==> src/rtl/serial_arith_pkg.sv <==
// Shared types for the chunk-serial arithmetic blocks.
package serial_arith_pkg;

    typedef enum logic {
        ST_IDLE = 1'b0,
        ST_RUN  = 1'b1
    } state_e;

    typedef enum logic {
        MODE_ADD = 1'b0,
        MODE_SUB = 1'b1
    } mode_e;

    // Chunk counter width; a single-chunk operand still gets a 1-bit counter.
    function automatic int cnt_width(input int n);
        return (n > 1) ? $clog2(n) : 1;
    endfunction

endpackage

==> src/rtl/chunk_adder.sv <==
// W-bit ripple-carry adder built from a chain of full-adder cells.
module chunk_adder #(
    parameter int W = 4
) (
    input  logic [W-1:0] a,
    input  logic [W-1:0] b,
    input  logic         cin,
    output logic [W-1:0] s,
    output logic         cout
);

    logic [W:0] cy;

    assign cy[0] = cin;
    assign cout  = cy[W];

    for (genvar i = 0; i < W; i++) begin : g_bit
        fa_cell u_fa (
            .a    (a[i]),
            .b    (b[i]),
            .cin  (cy[i]),
            .s    (s[i]),
            .cout (cy[i+1])
        );
    end

endmodule

==> src/rtl/fa_cell.sv <==
// Single-bit full adder cell.
module fa_cell (
    input  logic a,
    input  logic b,
    input  logic cin,
    output logic s,
    output logic cout
);

    assign s    = a ^ b ^ cin;
    assign cout = (a & b) | (cin & (a ^ b));

endmodule

==> src/rtl/serial_addsub.sv <==
// Chunk-serial adder/subtractor: operands arrive LS chunk first, one result
// chunk is registered per accepted input chunk, carry threads between chunks.
//
// state | meaning
// IDLE  | waiting for start; in_valid alone is ignored
// RUN   | accepting chunks 1..CC-1 (or chunk 0 if start came without data)
module serial_addsub
    import serial_arith_pkg::*;
#(
    parameter int W  = 4,
    parameter int CC = 64
) (
    input  logic         clk,
    input  logic         rst,
    input  logic         start,
    input  logic         sub,
    input  logic         in_valid,
    input  logic [W-1:0] a,
    input  logic [W-1:0] b,
    output logic [W-1:0] c,
    output logic         out_valid,
    output logic         last,
    output logic         carry_out,
    output logic         busy
);

    localparam int CW = cnt_width(CC);

    state_e        state_q, state_d;
    mode_e         mode_q, mode_d;
    logic [CW-1:0] cnt_q, cnt_d;
    logic          cy_q, cy_d;
    logic [W-1:0]  c_q, c_d;
    logic          out_valid_q, out_valid_d;
    logic          last_q, last_d;
    logic          carry_out_q, carry_out_d;

    logic          idle, starting, accept;
    mode_e         mode_cur;
    logic          cin_cur;
    logic [W-1:0]  b_eff, sum;
    logic          sum_cy;

    // On the start cycle the freshly sampled mode/carry-in are used directly,
    // so chunk 0 may arrive together with start.
    assign idle     = (state_q == ST_IDLE);
    assign starting = idle && start;
    assign accept   = in_valid && (!idle || start);
    assign mode_cur = starting ? mode_e'(sub) : mode_q;
    assign cin_cur  = starting ? sub : cy_q;
    assign b_eff    = (mode_cur == MODE_SUB) ? ~b : b;

    chunk_adder #(.W(W)) u_add (
        .a    (a),
        .b    (b_eff),
        .cin  (cin_cur),
        .s    (sum),
        .cout (sum_cy)
    );

    // Next-state: start latches mode/carry, each accepted chunk advances the count.
    always_comb begin
        state_d     = state_q;
        mode_d      = mode_q;
        cnt_d       = cnt_q;
        cy_d        = cy_q;
        c_d         = c_q;
        out_valid_d = 1'b0;
        last_d      = 1'b0;
        carry_out_d = carry_out_q;

        if (starting) begin
            state_d = ST_RUN;
            mode_d  = mode_cur;
            cy_d    = cin_cur;
            cnt_d   = '0;
        end

        if (accept) begin
            c_d         = sum;
            out_valid_d = 1'b1;
            cy_d        = sum_cy;
            if (cnt_q == CW'(CC - 1)) begin
                cnt_d       = '0;
                state_d     = ST_IDLE;
                last_d      = 1'b1;
                carry_out_d = sum_cy;
            end else begin
                cnt_d = cnt_q + CW'(1);
            end
        end
    end

    // State and output registers; reset aborts any operation in flight.
    always_ff @(posedge clk or negedge rst) begin
        if (!rst) begin
            state_q     <= ST_IDLE;
            mode_q      <= MODE_ADD;
            cnt_q       <= '0;
            cy_q        <= 1'b0;
            c_q         <= '0;
            out_valid_q <= 1'b0;
            last_q      <= 1'b0;
            carry_out_q <= 1'b0;
        end else begin
            state_q     <= state_d;
            mode_q      <= mode_d;
            cnt_q       <= cnt_d;
            cy_q        <= cy_d;
            c_q         <= c_d;
            out_valid_q <= out_valid_d;
            last_q      <= last_d;
            carry_out_q <= carry_out_d;
        end
    end

    assign c         = c_q;
    assign out_valid = out_valid_q;
    assign last      = last_q;
    assign carry_out = carry_out_q;
    assign busy      = (state_q == ST_RUN);

endmodule

==> config.mk <==
export PLATFORM = sky130hd
export DESIGN_NAME = serial_addsub
export DESIGN_NICKNAME = d
export VERILOG_FILES = /design/src/rtl/serial_arith_pkg.sv /design/src/rtl/chunk_adder.sv /design/src/rtl/fa_cell.sv /design/src/rtl/serial_addsub.sv
export SDC_FILE = /design/constraint.sdc
export NUM_CORES = 1
export LEC_CHECK = 0
export CAP_MARGIN = 20
export CORE_ASPECT_RATIO = 0.9
export CORE_UTILIZATION = 44
export DETAILED_ROUTE_END_ITERATION = 8
export GPL_TIMING_DRIVEN = 0
export PLACE_DENSITY = 0.75
export SYNTH_ARGS = -nofsm -noshare
export SYNTH_HDL_FRONTEND = slang
export SYNTH_SLANG_ARGS = --single-unit
==> constraint.sdc <==
create_clock -name clk -period 2.8 [get_ports clk]
set_clock_uncertainty 0.15 [all_clocks]
set_input_delay 0.56 -clock clk [delete_from_list [all_inputs] [get_ports clk]]
set_output_delay 0.56 -clock clk [all_outputs]
set_load 0.02 [all_outputs]
==> metrics.cfg, run 1 <==
[synth]
synth.largest_area_cell=dfrtp_1
synth_flop_cell=dfrtp_1
yosysWarnings=0
ys_seq_area_frac=0.4046
synth_top_area_share=0.4046
avgSynthCellArea_um2=10.20
async_flop_share=1.000
synth.distinct_cells=32
ys_top_cells_by_area=dfrtp_1 40%, fa_1 8.1%, mux2_2 5.7%
post-synth-top-count-cell=dfrtp_1
synth_nets=115
ys_ff_latch=16
synth_edf_count=0
yosys-top-cells-count=16 x dfrtp_1, 10 x inv_1, 9 x o21ai_0
syn_area_um2=989.7
syn_inst=97

[timing]
slew_violations=0
maxSlewHeadroom=0.4888
clock.fmax_ghz=0.3485
setup_viol=2
setup_tns_ns=-0.1058
post-route-min-period_ns=2.870
rsz0062_at_grt=true
hold_violations=0
fin_crit_sh=1.025
tightestPinTransition_ns=0.7645
fin_ws_ns=-0.06970
hold_ws_ns=0.3645

[worst_setup_path]
cp-start-kind=flip-flop
required_ns=2.83
crit_arrival_ns=2.90
worstSetupPathType=flip-flop to flip-flop
cp_max_fo=2
ff2ff_setup_slack_ns=-0.07
critPathCaptureType=flip-flop

[status]
violations=negative setup slack
status=finished with violations

[detailed_routing]
wl_per_cell_um=15.14
drc_errors=0
first_pass_iters=4
drt-total-wl_um=2225
viasPerCell=5.755
ant_nets=0
vias=846
drtIter0Drc=25

[global_routing]
grt_pass1_wl_um=3670
grt_pass1_vias=827
grtUsageTotal=0.2159
grt_max_degree=17
antenna_found_initial=0
overflow=0

[placed_design]
post-dp-hpwl_um=1626
dpl.cell_count=140
numPortBuffers=18
gp_congestion=0.8723
post-place-ws_ns=-0.7195

[finish]
final_cells=147
layout.nets=141
antenna_cells=0
drive_gt1_frac=0.2295
num-fill-cells=161
final_core_util=0.6492
syn_to_final_growth_pct=31.73

[run]
drv_cap=0

[hold_path]
min_path_type=flip-flop to flip-flop

[pwr]
clkPwrFrac=0.187
seq_power_share=0.423
power.leakage_uw=0.0005698
power_frac_comb=0.390
powerDensity_nw_per_um2=637.7
switchingPower_uw=290.0
p_sw_frac=0.3488
irDropWorstVdd_uv=442.7
internal_power_uw=541.4

[clock_network]
cts_tree=built
insertion_delay_ns=0.29
clk_pin_slew_ns=0.10
clock-root-buffer=clkbuf_4
cts-htree-levels=1
cts_buffers=3
cts_buffer_depth=2
clock_sinks=16

[floorplan]
core_um2=2008
row_count=15
dieArea_um2=2443
initial_core_util=0.4928
io_pins=21
die_h_um=47.00
die_w_um=51.99

cells by family (layout without fill, tap and decap cells):
logic type | after synthesis | count (layout) | synth area share
xor gates and xnor gates | 4 | 4 | 0.03540
DFF | 16 | 16 | 0.4045
muxes | 7 | 7 | 0.08975
buffers and inverters | 14 | 39 | 0.07711
adders and majority gates | 5 | 5 | 0.09355
AOI/OAI and AO/OA | 22 | 22 | 0.1441
and+or+nand+nor | 29 | 29 | 0.1555
layer usage:
layer  global-route usage  up-vias  part of all wire
li1                     -      394                 -
met1               0.2673      421              0.44
met2               0.3667       27              0.50
met3              0.06472        4             0.051
met4              0.07027        0             0.015
met5                    0        -                 0
registers in the layout, summed over array words and instances (netlist names):
name	cells
carry_out	1
c	4
last	1
busy	1
out_valid	1
mode_q	1
cnt_q	6
cy_q	1
through the flow:
stage	area (um^2)	total power (uW)
2_1_floorplan	1031	548.6
4_1_cts	1304	836.4
6_report	1304	831.4
3_5_place_dp	1242	671.8
3_3_place_gp	1242	651.4
5_1_grt	1304	890.7
layout by cell type (no fill, tap or decap), types with 3 or more instances in the layout:
cell              n
clkbuf_4          3
fa_2              4
inv_1             8
buf_4             3
nor2_1            4
dfrtp_1          16
mux2_4            3
nand3_1           4
o21ai_0           8
clkdlybuf4s50_1  17
nor3_1            4
nand2_1           8
cell type report:
class                           instances  area [um^2]  area share
Inverter                               10        37.54     0.02879
Buffer                                  4        47.55     0.03647
Multi-Input combinational cell         67        549.3      0.4213
Tap cell                               25        31.28     0.02399
Clock buffer                            4        36.28     0.02783
Sequential cell                        16        400.4      0.3071
Timing Repair Buffer                   21        201.4      0.1545
worst paths after layout:
kind / to / cells after the start / from
setup / recovery: c[3] / 10 / busy
hold / removal: c[1] / 2 / c[1]
setup reg to reg: c[3] / 10 / busy
hold reg to reg: c[1] / 2 / c[1]
max in group asynchronous: carry_out / 1 / rst
min in group asynchronous: cnt_q[2] / 1 / rst
repair_timing:
action                     CTS  global route
setup buffers                3             0
hold buffers                 0             0
setup endpoints to repair    3             3
pin swaps                    3             3
resized for setup            2             0
power groups by stage:
stage	Clock, uW	Combinational, uW	Sequential (uW)
final	155	324	352
after global routing	168	362	361
after CTS	160	326	350
after detailed placement	0	318	354
after global placement	0	301	350
after floorplan	0	175	374
worst max-delay path, cell delays in order (launching register included):
cell and delay, ns:
dfrtp_1 0.39, nand2b_4 0.17, mux2i_4 0.20, xnor2_2 0.17
fa_2 0.23, inv_2 0.04, fa_2 0.33, fa_2 0.34
inv_2 0.06, fa_2 0.42, mux2_2 0.26
Note: power is estimated with default switching activity, not from simulation.
==> inputs of run 2 (changes only) <==
Settings changed: HOLD_SLACK_MARGIN set to 0.15, SLEW_MARGIN set to 30.
==> results of run 2 <==
Final layout, timing and power as in run 1 (identical DEF).
